`src/rtl/motor_duty_mixer_pkg.sv`:
```
// Purpose: shared types, constants and the slew step helper for the motor duty mixer.
// Latency: n/a (declarations only).
// Backpressure: n/a.
package motor_duty_mixer_pkg;

    // Per-channel bridge state. The encoding is fixed so that it reads the same in any dump.
    typedef enum logic [1:0] {
        ST_IDLE = 2'd0,
        ST_FWD  = 2'd1,
        ST_REV  = 2'd2,
        ST_DEAD = 2'd3
    } chan_state_e;

    // Width of the dead-time counter; holds DEAD_TICKS in the range 0..255.
    localparam int CNT_W  = 8;

    // Working width of the slew helper; callers zero-extend into it and truncate the result.
    localparam int SLEW_W = 32;

    // Move cur toward goal by at most step. A step of 0 jumps straight to goal.
    function automatic logic [SLEW_W-1:0] slew(input logic [SLEW_W-1:0] cur,
                                               input logic [SLEW_W-1:0] goal,
                                               input logic [SLEW_W-1:0] step);
        logic [SLEW_W-1:0] res;
        res = goal;
        if (step != '0) begin
            if (goal >= cur) begin
                if ((goal - cur) > step) res = cur + step;
            end else begin
                if ((cur - goal) > step) res = cur - step;
            end
        end
        return res;
    endfunction

endpackage

```
`src/rtl/motor_duty_mixer_if.sv`:
```
// Purpose: command/control/duty bundle between the PID outputs, the mixer and the PWM pairs.
// Latency: n/a (wires only).
// Backpressure: none; the mixer accepts a tick on every UPD_STB cycle.
// Signals: EN, UPD_STB, CMD_A/CMD_B (NCH x DW signed), SLEW_STEP, DEADBAND (DUTY_W),
//          DUTY_P/DUTY_N (NCH x DUTY_W), DIR (NCH), VALID.
interface motor_duty_mixer_if #(
    parameter int NCH    = 2,
    parameter int DW     = 32,
    parameter int DUTY_W = 16
);
    logic                    EN;
    logic                    UPD_STB;
    logic [NCH*DW-1:0]       CMD_A;
    logic [NCH*DW-1:0]       CMD_B;
    logic [DUTY_W-1:0]       SLEW_STEP;
    logic [DUTY_W-1:0]       DEADBAND;
    logic [NCH*DUTY_W-1:0]   DUTY_P;
    logic [NCH*DUTY_W-1:0]   DUTY_N;
    logic [NCH-1:0]          DIR;
    logic                    VALID;

    // Command source side.
    modport master (
        output EN, UPD_STB, CMD_A, CMD_B, SLEW_STEP, DEADBAND,
        input  DUTY_P, DUTY_N, DIR, VALID
    );

    // Mixer side.
    modport slave (
        input  EN, UPD_STB, CMD_A, CMD_B, SLEW_STEP, DEADBAND,
        output DUTY_P, DUTY_N, DIR, VALID
    );
endinterface

```
`src/rtl/motor_duty_mixer_slew_chan.sv`:
```
// Purpose: one channel: A-B difference, scale/saturate/deadband, slew-limited bridge FSM with dead time.
// Latency: 3 CLK from the strobe edge to registered duty outputs.
// Backpressure: none; one tick accepted per enabled stage strobe, EN=0 clears every stage.
// Ports: CLK/RST, en, s1_en/s2_en/s3_en stage strobes, cmd_a/cmd_b, slew_step, deadband,
//        duty_p/duty_n/dir registered outputs.
module duty_slew_chan
    import motor_duty_mixer_pkg::*;
#(
    parameter int DW         = 32,
    parameter int DUTY_W     = 16,
    parameter int SHIFT      = 15,
    parameter int DUTY_MAX   = 9999,
    parameter int DUTY_MIN   = 1,
    parameter int DEAD_TICKS = 4
) (
    input  logic              CLK,
    input  logic              RST,
    input  logic              en,
    input  logic              s1_en,
    input  logic              s2_en,
    input  logic              s3_en,
    input  logic [DW-1:0]     cmd_a,
    input  logic [DW-1:0]     cmd_b,
    input  logic [DUTY_W-1:0] slew_step,
    input  logic [DUTY_W-1:0] deadband,
    output logic [DUTY_W-1:0] duty_p,
    output logic [DUTY_W-1:0] duty_n,
    output logic              dir
);

    localparam logic [DUTY_W-1:0] DUTY_MIN_V = DUTY_W'(DUTY_MIN);

    // Stage 1: difference one bit wider than the commands so it can never wrap.
    logic [DW:0] diff_d, diff_q;

    always_comb begin
        diff_d = diff_q;
        if (!en) begin
            diff_d = '0;
        end else if (s1_en) begin
            diff_d = {cmd_a[DW-1], cmd_a} - {cmd_b[DW-1], cmd_b};
        end
    end

    // Stage 2: magnitude, scale, deadband and saturation. Saturation is decided on the
    // full-width value so large magnitudes cannot alias into small duties.
    logic [DW:0]       abs_v;
    logic [DW:0]       m_v;
    logic [DUTY_W-1:0] tgt_d, tgt_q;
    logic              sgn_d, sgn_q;

    always_comb begin
        abs_v = diff_q[DW] ? -diff_q : diff_q;
        m_v   = abs_v >> SHIFT;
        tgt_d = tgt_q;
        sgn_d = sgn_q;
        if (!en) begin
            tgt_d = '0;
            sgn_d = 1'b0;
        end else if (s2_en) begin
            sgn_d = diff_q[DW];
            if (m_v < (DW+1)'(deadband)) begin
                tgt_d = '0;
            end else if (m_v > (DW+1)'(DUTY_MAX)) begin
                tgt_d = DUTY_W'(DUTY_MAX);
            end else begin
                tgt_d = DUTY_W'(m_v);
            end
        end
    end

    // Stage 3: bridge FSM and slew-limited magnitude.
    chan_state_e       state_d, state_q;
    logic [DUTY_W-1:0] mag_d, mag_q;
    logic [CNT_W-1:0]  cnt_d, cnt_q;
    logic [DUTY_W-1:0] mag_to_tgt;
    logic [DUTY_W-1:0] mag_to0;
    logic [DUTY_W-1:0] mag_from0;
    logic              same_dir;
    chan_state_e       dir_state;

    assign mag_to_tgt = DUTY_W'(slew(SLEW_W'(mag_q), SLEW_W'(tgt_q), SLEW_W'(slew_step)));
    assign mag_to0    = DUTY_W'(slew(SLEW_W'(mag_q), '0,             SLEW_W'(slew_step)));
    assign mag_from0  = DUTY_W'(slew('0,             SLEW_W'(tgt_q), SLEW_W'(slew_step)));
    assign same_dir   = ((state_q == ST_FWD) && !sgn_q) || ((state_q == ST_REV) && sgn_q);
    assign dir_state  = sgn_q ? ST_REV : ST_FWD;

    always_comb begin
        state_d = state_q;
        mag_d   = mag_q;
        cnt_d   = cnt_q;
        if (!en) begin
            state_d = ST_IDLE;
            mag_d   = '0;
            cnt_d   = '0;
        end else if (s3_en) begin
            case (state_q)
                ST_IDLE: begin
                    if (tgt_q != '0) begin
                        state_d = dir_state;
                        mag_d   = mag_from0;
                    end
                end
                ST_FWD, ST_REV: begin
                    if ((tgt_q != '0) && same_dir) begin
                        mag_d = mag_to_tgt;
                    end else begin
                        // Ramp down first; the bridge only goes dead once current is off.
                        mag_d = mag_to0;
                        if (mag_to0 == '0) begin
                            state_d = ST_DEAD;
                            cnt_d   = CNT_W'(DEAD_TICKS);
                        end
                    end
                end
                ST_DEAD: begin
                    if (cnt_q != '0) begin
                        cnt_d = cnt_q - CNT_W'(1);
                    end else if (tgt_q == '0) begin
                        state_d = ST_IDLE;
                    end else begin
                        state_d = dir_state;
                        mag_d   = mag_from0;
                    end
                end
                default: begin
                    state_d = ST_IDLE;
                    mag_d   = '0;
                end
            endcase
        end
    end

    // Outputs are registered from the next state so they land on the same edge as the FSM.
    logic [DUTY_W-1:0] duty_p_d, duty_p_q;
    logic [DUTY_W-1:0] duty_n_d, duty_n_q;
    logic              dir_d, dir_q;
    logic [DUTY_W-1:0] mag_floor;

    assign mag_floor = (mag_d > DUTY_MIN_V) ? mag_d : DUTY_MIN_V;

    always_comb begin
        duty_p_d = DUTY_MIN_V;
        duty_n_d = DUTY_MIN_V;
        dir_d    = 1'b0;
        case (state_d)
            ST_FWD:  duty_p_d = mag_floor;
            ST_REV: begin
                duty_n_d = mag_floor;
                dir_d    = 1'b1;
            end
            default: ;
        endcase
    end

    always_ff @(posedge CLK or posedge RST) begin
        if (RST) begin
            diff_q   <= '0;
            tgt_q    <= '0;
            sgn_q    <= 1'b0;
            state_q  <= ST_IDLE;
            mag_q    <= '0;
            cnt_q    <= '0;
            duty_p_q <= DUTY_MIN_V;
            duty_n_q <= DUTY_MIN_V;
            dir_q    <= 1'b0;
        end else begin
            diff_q   <= diff_d;
            tgt_q    <= tgt_d;
            sgn_q    <= sgn_d;
            state_q  <= state_d;
            mag_q    <= mag_d;
            cnt_q    <= cnt_d;
            duty_p_q <= duty_p_d;
            duty_n_q <= duty_n_d;
            dir_q    <= dir_d;
        end
    end

    assign duty_p = duty_p_q;
    assign duty_n = duty_n_q;
    assign dir    = dir_q;

endmodule

```
`src/rtl/motor_duty_mixer.sv`:
```
// Purpose: NCH-channel PID-difference to H-bridge duty mixer with shared strobe pipeline.
// Latency: 3 CLK from the UPD_STB edge to DUTY_P/DUTY_N/DIR and the VALID pulse.
// Backpressure: none; strobes may arrive every cycle, strobes with EN=0 are dropped.
// Ports: CLK, RST (async, active high), bus (slave side of motor_duty_mixer_if).
module motor_duty_mixer
    import motor_duty_mixer_pkg::*;
#(
    parameter int NCH        = 2,
    parameter int DW         = 32,
    parameter int DUTY_W     = 16,
    parameter int SHIFT      = 15,
    parameter int DUTY_MAX   = 9999,
    parameter int DUTY_MIN   = 1,
    parameter int DEAD_TICKS = 4
) (
    input  logic               CLK,
    input  logic               RST,
    motor_duty_mixer_if.slave  bus
);

    // Strobe pipeline shared by all channels; each bit marks a tick entering the next stage.
    logic s1_vld_d, s1_vld_q;
    logic s2_vld_d, s2_vld_q;
    logic valid_d,  valid_q;

    always_comb begin
        s1_vld_d = bus.EN & bus.UPD_STB;
        s2_vld_d = bus.EN & s1_vld_q;
        valid_d  = bus.EN & s2_vld_q;
    end

    always_ff @(posedge CLK or posedge RST) begin
        if (RST) begin
            s1_vld_q <= 1'b0;
            s2_vld_q <= 1'b0;
            valid_q  <= 1'b0;
        end else begin
            s1_vld_q <= s1_vld_d;
            s2_vld_q <= s2_vld_d;
            valid_q  <= valid_d;
        end
    end

    logic [NCH*DUTY_W-1:0] duty_p_w;
    logic [NCH*DUTY_W-1:0] duty_n_w;
    logic [NCH-1:0]        dir_w;

    for (genvar k = 0; k < NCH; k++) begin : g_chan
        duty_slew_chan #(
            .DW         (DW),
            .DUTY_W     (DUTY_W),
            .SHIFT      (SHIFT),
            .DUTY_MAX   (DUTY_MAX),
            .DUTY_MIN   (DUTY_MIN),
            .DEAD_TICKS (DEAD_TICKS)
        ) u_chan (
            .CLK       (CLK),
            .RST       (RST),
            .en        (bus.EN),
            .s1_en     (bus.UPD_STB),
            .s2_en     (s1_vld_q),
            .s3_en     (s2_vld_q),
            .cmd_a     (bus.CMD_A[k*DW +: DW]),
            .cmd_b     (bus.CMD_B[k*DW +: DW]),
            .slew_step (bus.SLEW_STEP),
            .deadband  (bus.DEADBAND),
            .duty_p    (duty_p_w[k*DUTY_W +: DUTY_W]),
            .duty_n    (duty_n_w[k*DUTY_W +: DUTY_W]),
            .dir       (dir_w[k])
        );
    end

    assign bus.DUTY_P = duty_p_w;
    assign bus.DUTY_N = duty_n_w;
    assign bus.DIR    = dir_w;
    assign bus.VALID  = valid_q;

endmodule
```
`src/flat_wrapper.sv`:
```
// flat-port wrapper written by rule: the top's interface ports become plain ports
module motor_duty_mixer_flat import motor_duty_mixer_pkg::*;
#(
    parameter int NCH        = 2,
    parameter int DW         = 32,
    parameter int DUTY_W     = 16,
    parameter int SHIFT      = 15,
    parameter int DUTY_MAX   = 9999,
    parameter int DUTY_MIN   = 1,
    parameter int DEAD_TICKS = 4
)
  (CLK, RST, bus_EN, bus_UPD_STB, bus_CMD_A, bus_CMD_B, bus_SLEW_STEP, bus_DEADBAND, bus_DUTY_P, bus_DUTY_N, bus_DIR, bus_VALID);
  motor_duty_mixer_if #(.NCH(NCH), .DW(DW), .DUTY_W(DUTY_W)) bus_i ();
  input  logic CLK;
  input  logic RST;
  input wire logic [$bits(bus_i.EN)-1:0] bus_EN;
  input wire logic [$bits(bus_i.UPD_STB)-1:0] bus_UPD_STB;
  input wire logic [$bits(bus_i.CMD_A)-1:0] bus_CMD_A;
  input wire logic [$bits(bus_i.CMD_B)-1:0] bus_CMD_B;
  input wire logic [$bits(bus_i.SLEW_STEP)-1:0] bus_SLEW_STEP;
  input wire logic [$bits(bus_i.DEADBAND)-1:0] bus_DEADBAND;
  output wire logic [$bits(bus_i.DUTY_P)-1:0] bus_DUTY_P;
  output wire logic [$bits(bus_i.DUTY_N)-1:0] bus_DUTY_N;
  output wire logic [$bits(bus_i.DIR)-1:0] bus_DIR;
  output wire logic [$bits(bus_i.VALID)-1:0] bus_VALID;
  assign bus_i.EN = bus_EN;
  assign bus_i.UPD_STB = bus_UPD_STB;
  assign bus_i.CMD_A = bus_CMD_A;
  assign bus_i.CMD_B = bus_CMD_B;
  assign bus_i.SLEW_STEP = bus_SLEW_STEP;
  assign bus_i.DEADBAND = bus_DEADBAND;
  assign bus_DUTY_P = bus_i.DUTY_P;
  assign bus_DUTY_N = bus_i.DUTY_N;
  assign bus_DIR = bus_i.DIR;
  assign bus_VALID = bus_i.VALID;
  motor_duty_mixer #(.NCH(NCH), .DW(DW), .DUTY_W(DUTY_W), .SHIFT(SHIFT), .DUTY_MAX(DUTY_MAX), .DUTY_MIN(DUTY_MIN), .DEAD_TICKS(DEAD_TICKS)) u_core (.CLK(CLK), .RST(RST), .bus(bus_i));
endmodule
```
`config.mk`:
```
export PLATFORM = sky130hd
export DESIGN_NAME = motor_duty_mixer_flat
export DESIGN_NICKNAME = d
export VERILOG_FILES = /design/src/rtl/motor_duty_mixer_pkg.sv /design/src/rtl/motor_duty_mixer_if.sv /design/src/rtl/motor_duty_mixer_slew_chan.sv /design/src/rtl/motor_duty_mixer.sv /design/src/flat_wrapper.sv
export SDC_FILE = /design/constraint.sdc
export NUM_CORES = 1
export LEC_CHECK = 0
export ABC_CLOCK_PERIOD_IN_PS = 16900
export BUFFER_PORTS_ARGS = -buffer_cell sky130_fd_sc_hd__buf_2
export CAP_MARGIN = 5
export CORE_MARGIN = 2
export CORE_UTILIZATION = 65
export CTS_BUF_LIST = sky130_fd_sc_hd__clkbuf_4 sky130_fd_sc_hd__clkbuf_8 sky130_fd_sc_hd__clkbuf_16
export DETAILED_ROUTE_END_ITERATION = 12
export MAX_ROUTING_LAYER = met4
export PLACE_DENSITY = 0.92
export SKIP_CTS_REPAIR_TIMING = 1
export SYNTH_ARGS = -nofsm -noshare
export SYNTH_HDL_FRONTEND = slang
export SYNTH_SLANG_ARGS = --single-unit
```
`constraint.sdc`:
```
create_clock -name CLK -period 16.9 [get_ports CLK]
set_input_delay 0.845 -clock CLK [delete_from_list [all_inputs] [get_ports CLK]]
set_output_delay 0.845 -clock CLK [all_outputs]
set_load 0.01 [all_outputs]
```
After elaboration in Yosys (flattened, before gate mapping)

Cells that the tools add are included.

Logic and storage cells: 196
Bits in registers: 221
Bits of input ports: 164

Reduce and logical (&&, ||, !) cells: 25
Bitwise gates (word level): 3
Add/subtract/negate cells: 16
Eq/ne operators: 21
$lt $le $gt $ge: 20
Muxes and demuxes: 90

Operators by type and width:

| operator              | number |
|---|---|
| $mux 16               | 46 |
| $mux 33               | 6 |
| $gt 32x16->1          | 6 |
| $pmux 16 s3           | 2 |
| $mux 8                | 10 |
| $sub 16x16->17        | 4 |
| $neg 33->33           | 2 |
| $sub 32x32->33        | 2 |
| $gt 16x16->1          | 4 |
| $logic_not 16->1      | 4 |
| $reduce_bool 16->1    | 3 |
| $gt 18x14->1 const B  | 2 |
| $lt 18x16->1          | 2 |
| $sub 1x16->17 const A | 2 |
| $add 16x16->16        | 2 |
| $ge 1x16->1 const A   | 2 |
| $ge 16x16->1          | 2 |
| $gt 16x1->1 const B   | 2 |
| $mux 2                | 16 |
| $pmux 8 s2            | 2 |
| $sub 16x16->16        | 2 |
| $ne 3x3->1 const B    | 6 |
| $reduce_bool 8->1     | 2 |
| $sub 8x1->8 const B   | 2 |
| 13 further kinds      | 42 |

Logic depth before layout (Yosys ltp)

Depth after elaboration: 13
Depth in mapped cells: 29
Mapped depth without buffers: 29

By module

A second synthesis with hierarchy kept.

Cell total of the unflattened synthesis: 3422
Area total of the unflattened synthesis: 26877.0 um^2

Modules (own cells, without submodules):

| module                                    | area an instance (um^2) | cells each | instances |
|---|---|---|---|
| duty_slew_chan at u_core.g_chan[0].u_chan | 13402.9                 | 1723       | 1 |
| duty_slew_chan at u_core.g_chan[1].u_chan | 13376.6                 | 1692       | 1 |
| motor_duty_mixer                          | 97.6                    | 7          | 1 |

Worst setup path before layout

No wires, ideal clock.

Path kind: reg-to-reg
Start: register u_core.g_chan[0].u_chan.tgt_q[2]
End: register u_core.g_chan[0].u_chan.duty_n_q[0]
Arrival: 5.843 ns
Cell stages (with the launch flop): 28
Library setup time: 0.065 ns
Slack: 10.992 ns
Cells stage by stage: dfrtp_1 > inv_1 > ha_1 > clkbuf_1 > o21ai_0 > a21boi_0 > o21ai_0 > a21oi_1 > o21ai_0 > a21boi_0 > o21ai_0 > a211oi_1 > a21o_1 > a21oi_1 > xnor2_1 > ha_1 > nand4_1 > nor4_1 > a21boi_0 > a2111oi_0 > o22ai_1 > nand2_1 > o311ai_0 > o31ai_1 > a31oi_1 > nand3b_1 > or4_1 > nand3b_1

Longest elaborated chain between the ends: 12
Elaborated cells between the ends (all ways): 33
Those cells by class: 2 x add/sub; 5 x order compare; 1 x eq/ne; 22 x mux; 3 x reduce/logical

RTL lines:

| item                                     | line                                                   | text |
|---|---|---|
| from (decl)                              | motor_duty_mixer_slew_chan.sv:49                       | `logic [DUTY_W-1:0] tgt_d, tgt_q;` |
| from (signal assigned)                   | motor_duty_mixer_slew_chan.sv:169                      | `tgt_q <= tgt_d;` |
| $sub 16x16->17, on equally long branches | motor_duty_mixer_pkg.sv:30, motor_duty_mixer_pkg.sv:28 |  |
| $gt 32x16->1, on equally long branches   | motor_duty_mixer_pkg.sv:30, motor_duty_mixer_pkg.sv:28 |  |
| $mux 16, on equally long branches        | motor_duty_mixer_pkg.sv:30, motor_duty_mixer_pkg.sv:28 |  |
| $mux 16                                  | motor_duty_mixer_pkg.sv:27                             | `if (goal >= cur) begin` |
| $mux 16                                  | motor_duty_mixer_pkg.sv:26                             | `if (step != '0) begin` |
| $mux 16                                  | motor_duty_mixer_slew_chan.sv:105                      | `if ((tgt_q != '0) && same_dir) begin` |
| $pmux 16 s3                              | motor_duty_mixer_slew_chan.sv:97                       | `case (state_q)` |
| $mux 16                                  | motor_duty_mixer_slew_chan.sv:96                       | `end else if (s3_en) begin` |
| $mux 16                                  | motor_duty_mixer_slew_chan.sv:92                       | `if (!en) begin` |
| $gt 16x1->1                              | motor_duty_mixer_slew_chan.sv:140                      | `assign mag_floor = (mag_d > DUTY_MIN_V) ? mag_d : DUTY_MIN_V;` |
| $mux 16                                  | motor_duty_mixer_slew_chan.sv:140                      |  |
| $mux 16 *                                | motor_duty_mixer_slew_chan.sv:146                      | `case (state_d)` |
| net u_core.g_chan[0].u_chan.duty_n_d[0]  | motor_duty_mixer_slew_chan.sv:136                      | `logic [DUTY_W-1:0] duty_n_d, duty_n_q;` |
| to (signal assigned)                     | motor_duty_mixer_slew_chan.sv:175                      | `duty_n_q <= duty_n_d;` |
| to (decl)                                | motor_duty_mixer_slew_chan.sv:136                      |  |

Mark *: on every way through the listed nets, which the timed path passes. The rest lies on a longest branch.
A chain may end at the register's enable or synchronous reset.

Worst setup path after layout

Start: register u_core.g_chan[1].u_chan.mag_q[1]
End: register u_core.g_chan[1].u_chan.duty_n_q[0]

Elaborated cells between the ends (all ways): 36
Those cells by class: 5 x add/sub; 7 x order compare; 1 x eq/ne; 22 x mux; 1 x reduce/logical

RTL lines:

| item                                    | line                                                   | text |
|---|---|---|
| from (decl)                             | motor_duty_mixer_slew_chan.sv:74                       | `logic [DUTY_W-1:0] mag_d, mag_q;` |
| from (signal assigned)                  | motor_duty_mixer_slew_chan.sv:172                      | `mag_q <= mag_d;` |
| $sub 1x16->17 (tied with other cells)   | motor_duty_mixer_pkg.sv:28                             | `if ((goal - cur) > step) res = cur + step;` |
| $gt 32x16->1, on equally long branches  | motor_duty_mixer_pkg.sv:28, motor_duty_mixer_pkg.sv:30 |  |
| $mux 16, on equally long branches       | motor_duty_mixer_pkg.sv:28, motor_duty_mixer_pkg.sv:30 |  |
| $mux 16                                 | motor_duty_mixer_pkg.sv:27                             |  |
| $mux 16                                 | motor_duty_mixer_pkg.sv:26                             |  |
| $mux 16 *                               | motor_duty_mixer_slew_chan.sv:105                      |  |
| $pmux 16 s3 *                           | motor_duty_mixer_slew_chan.sv:97                       |  |
| $mux 16 *                               | motor_duty_mixer_slew_chan.sv:96                       |  |
| $mux 16 *                               | motor_duty_mixer_slew_chan.sv:92                       |  |
| net u_core.g_chan[1].u_chan.mag_d[10]   | motor_duty_mixer_slew_chan.sv:74                       |  |
| $gt 16x1->1 *                           | motor_duty_mixer_slew_chan.sv:140                      |  |
| $mux 16 *                               | motor_duty_mixer_slew_chan.sv:140                      |  |
| $mux 16 *                               | motor_duty_mixer_slew_chan.sv:146                      |  |
| net u_core.g_chan[1].u_chan.duty_n_d[0] | motor_duty_mixer_slew_chan.sv:136                      |  |
| to (signal assigned)                    | motor_duty_mixer_slew_chan.sv:175                      |  |
| to (decl)                               | motor_duty_mixer_slew_chan.sv:136                      |  |

Marks and branches as above.

==> metrics.cfg <==
[die]
num_rows = 74
ios = 231
die_w_um = 207
start_util_pct = 65.6
core_um2 = 40600
dieArea_um2 = 42700
fp.dieH_um = 207

[final_layout]
area_growth_pct = 8.55
multiInputGateArea_um2 = 19500
final_cell_mix = 356 x ha_1, 306 x nor2_1, 291 x a21oi_1, 283 x inv_1, 230 x buf_2
nFillCells = 3125
drive_gt1_share_pct = 10.3
layout_commonest_cell = ha_1
regArea_um2 = 5540
fin_nets = 4091

[detailed_routing]
antenna_left = 0
via_per_inst = 7.20
route.detailed.drc = 0
initialDrtViolationCount = 4610
num_vias = 29600
wl_per_cell_um = 26.1
routed_wl_um = 108000
drt-pass1-iter-count = 11

[synthesis]
synth-main-ff-cell = dfrtp_1
seq_area_frac_synth_pct = 20.8
synth-seq-cells = 221
syn-mean-instance-area_um2 = 7.79
yosys_warnings = 0
ys_types = 87
yosysTopAreaCell = dfrtp_1
synth-edff-count = 0
synthTopCellsByArea = dfrtp_1 20%, ha_1 17%, a21oi_1 5.5%, xnor2_1 4.8%, nor2_1 4.3%
synth_area_um2 = 26700
synthArstFlopShare_pct = 100
synth_top_area_share_pct = 20.4
syn_inst = 3423
synth_nets = 3953

[sta]
drv_slew = 0
period_minus_slack_ns = 7.11
clock.fmax_mhz = 141
slew_headroom_pct = 31.1
post-route-period-util_pct = 42.0
skew_ns = 0.0162
final-setup-viol-count = 0
fin_setup_tns_ns = 0
final_hold_viol_count = 0
rsz0062_at_grt = false
whs_ns = 0.392
fin_ws_ns = 9.79
tightest_slew_ns = 1.03

[worst_setup_path]
critPathMostFrequentCell = a21o_1
reg2reg_depth = 25
crit_path_end_kind = flop
crit_path_max_incr_delay_ns = 0.71
cp_max_fo = 11
path_depth = 25
crit_buf_inv = 0
cp_top_family = compound AO/OA/AOI/OAI gates
cp.required_ns = 17.36
cp.arrival_ns = 7.56
critPathSlowestCell = dfrtp_1
critPathLaunchType = flop
path_class = flop to flop

[placed_design]
dp_slack_ns = 10.09
io_buffers = 230
dp_hpwl_um = 80800
gp_congestion = 1.07

[global_route]
antenna_found_initial = 4
grt.total_usage_pct = 50.1
grt_pass1_vias = 27500
gr-total-overflow = 0
grt_first_pass_wirelength_um = 159000
grt_max_degree = 82

[hold_path]
worstHoldPathType = input port to async pin

[clock_network]
cts_tree = built
clk_pin_slew_worst_paths_ns = 0.06
clockBufferDepth = 3
cts.sinks = 221
clk_latency_ns = 0.52
cts-root-buf = clkbuf_16
htree_levels = 1
numCtsBuffers = 23

[power]
leakagePower_nw = 13.8
ir_worst_vdd_v = 0.0000849
power_density_nw_per_um2 = 101
fin_total_pwr_mw = 2.92

[flow_run]
maxCapViolCount = 0

[status]
status = finished, final reports clean

[flip-flops by register name, indices dropped and copies added (netlist names)]
| signal | cells |
|---|---|
| u_core.g_chan.u_chan.diff_q | 66 |
| u_core.bus.VALID | 1 |
| u_core.g_chan.u_chan.duty_n | 32 |
| u_core.g_chan.u_chan.mag_q | 32 |
| u_core.s1_vld_q | 1 |
| u_core.g_chan.u_chan.sgn_q | 2 |
| u_core.g_chan.u_chan.state_q | 4 |
| u_core.s2_vld_q | 1 |
| u_core.g_chan.u_chan.duty_p | 32 |
| u_core.g_chan.u_chan.dir | 2 |
| u_core.g_chan.u_chan.tgt_q | 32 |
| u_core.g_chan.u_chan.cnt_q | 16 |
[per-stage QoR]
step           util (%)  cell area [µm²]  cells
3_3_place_gp       69.3            28200   4068
3_5_place_dp       69.3            28200   4068
2_1_floorplan         -            26700   3423
4_1_cts            71.2            28900   4109
5_1_grt            71.2            29000   4113
6_report           71.2            29000   4115
[kinds of logic (layout without fill, tap and decap cells)]
group                    count (synthesis)  after routing  synth area share [%]
AO/OA/AOI/OAI                         1072           1072                  26.9
AND/OR/NAND/NOR                       1069           1069                  19.9
buffers and inverters                  440            594                  6.34
adder cells (fa/ha/maj)                366            366                  17.4
flip-flops                             221            221                  20.8
XOR/XNOR                               197            197                  6.47
multiplexers                            58             58                  2.22
other                                    0              6                     0
[worst register-to-register path, delay by kind of cell (launching register included)]
kind / cells / cell delay (ns)
adders and majority gates: 2 / 0.67
xor gates and xnor gates: 1 / 0.15
AOI/OAI and AO/OA: 13 / 3.19
and+or+nand+nor: 9 / 2.33
DFF: 1 / 0.71
[routing by layer]
metal | global-route usage (%) | wire, µm
met1 | 62.6 | 40500
met2 | 73.0 | 44900
met3 | 15.4 | 15200
met4 | 25.6 | 7010
met5 | - | 0
[worst paths after layout]
kind	start	to	slack [ns]
setup reg to reg	u_core.g_chan[1].u_chan.mag_q[1]	u_core.g_chan[1].u_chan.duty_n[0]	9.79
max in group asynchronous	RST	u_core.g_chan[1].u_chan.duty_n[4]	15.12
hold / removal	RST	u_core.g_chan[0].u_chan.diff_q[17]	0.39
hold reg to reg	u_core.g_chan[1].u_chan.cnt_q[6]	u_core.g_chan[1].u_chan.cnt_q[6]	0.53
setup / recovery	u_core.g_chan[1].u_chan.mag_q[1]	u_core.g_chan[1].u_chan.duty_n[0]	9.79
min in group CLK	u_core.g_chan[1].u_chan.cnt_q[6]	u_core.g_chan[1].u_chan.cnt_q[6]	0.53
[cell type report]
cell class              instances  area share [%]
repair buffers                265            4.88
diodes                          6          0.0519
multi-input cells            2762            67.2
flip-flops and latches        221            19.1
inverters                     288            3.76
clock inverters                11           0.449
well taps                     532            2.30
clock buffers                  30            2.26
[synth_stat cells, types with 48 or more instances]
cell	instances
nor3_1	77
dfrtp_1	217
xor2_1	52
nand2_1	221
mux2i_1	52
ha_1	356
a21o_1	69
o21ai_0	197
nand4_1	72
xnor2_1	145
a21oi_1	291
clkbuf_1	133
o21a_1	48
nand3_1	89
nand2b_1	49
nor2_1	307
inv_1	284
[report_power, final]
group / switching, mW / internal, mW
Clock: 0.227 / 0.306
Combinational: 1.13 / 0.641
Sequential: 0.0601 / 0.555
Total: 1.42 / 1.50
Note: power is estimated with default switching activity, not from simulation.
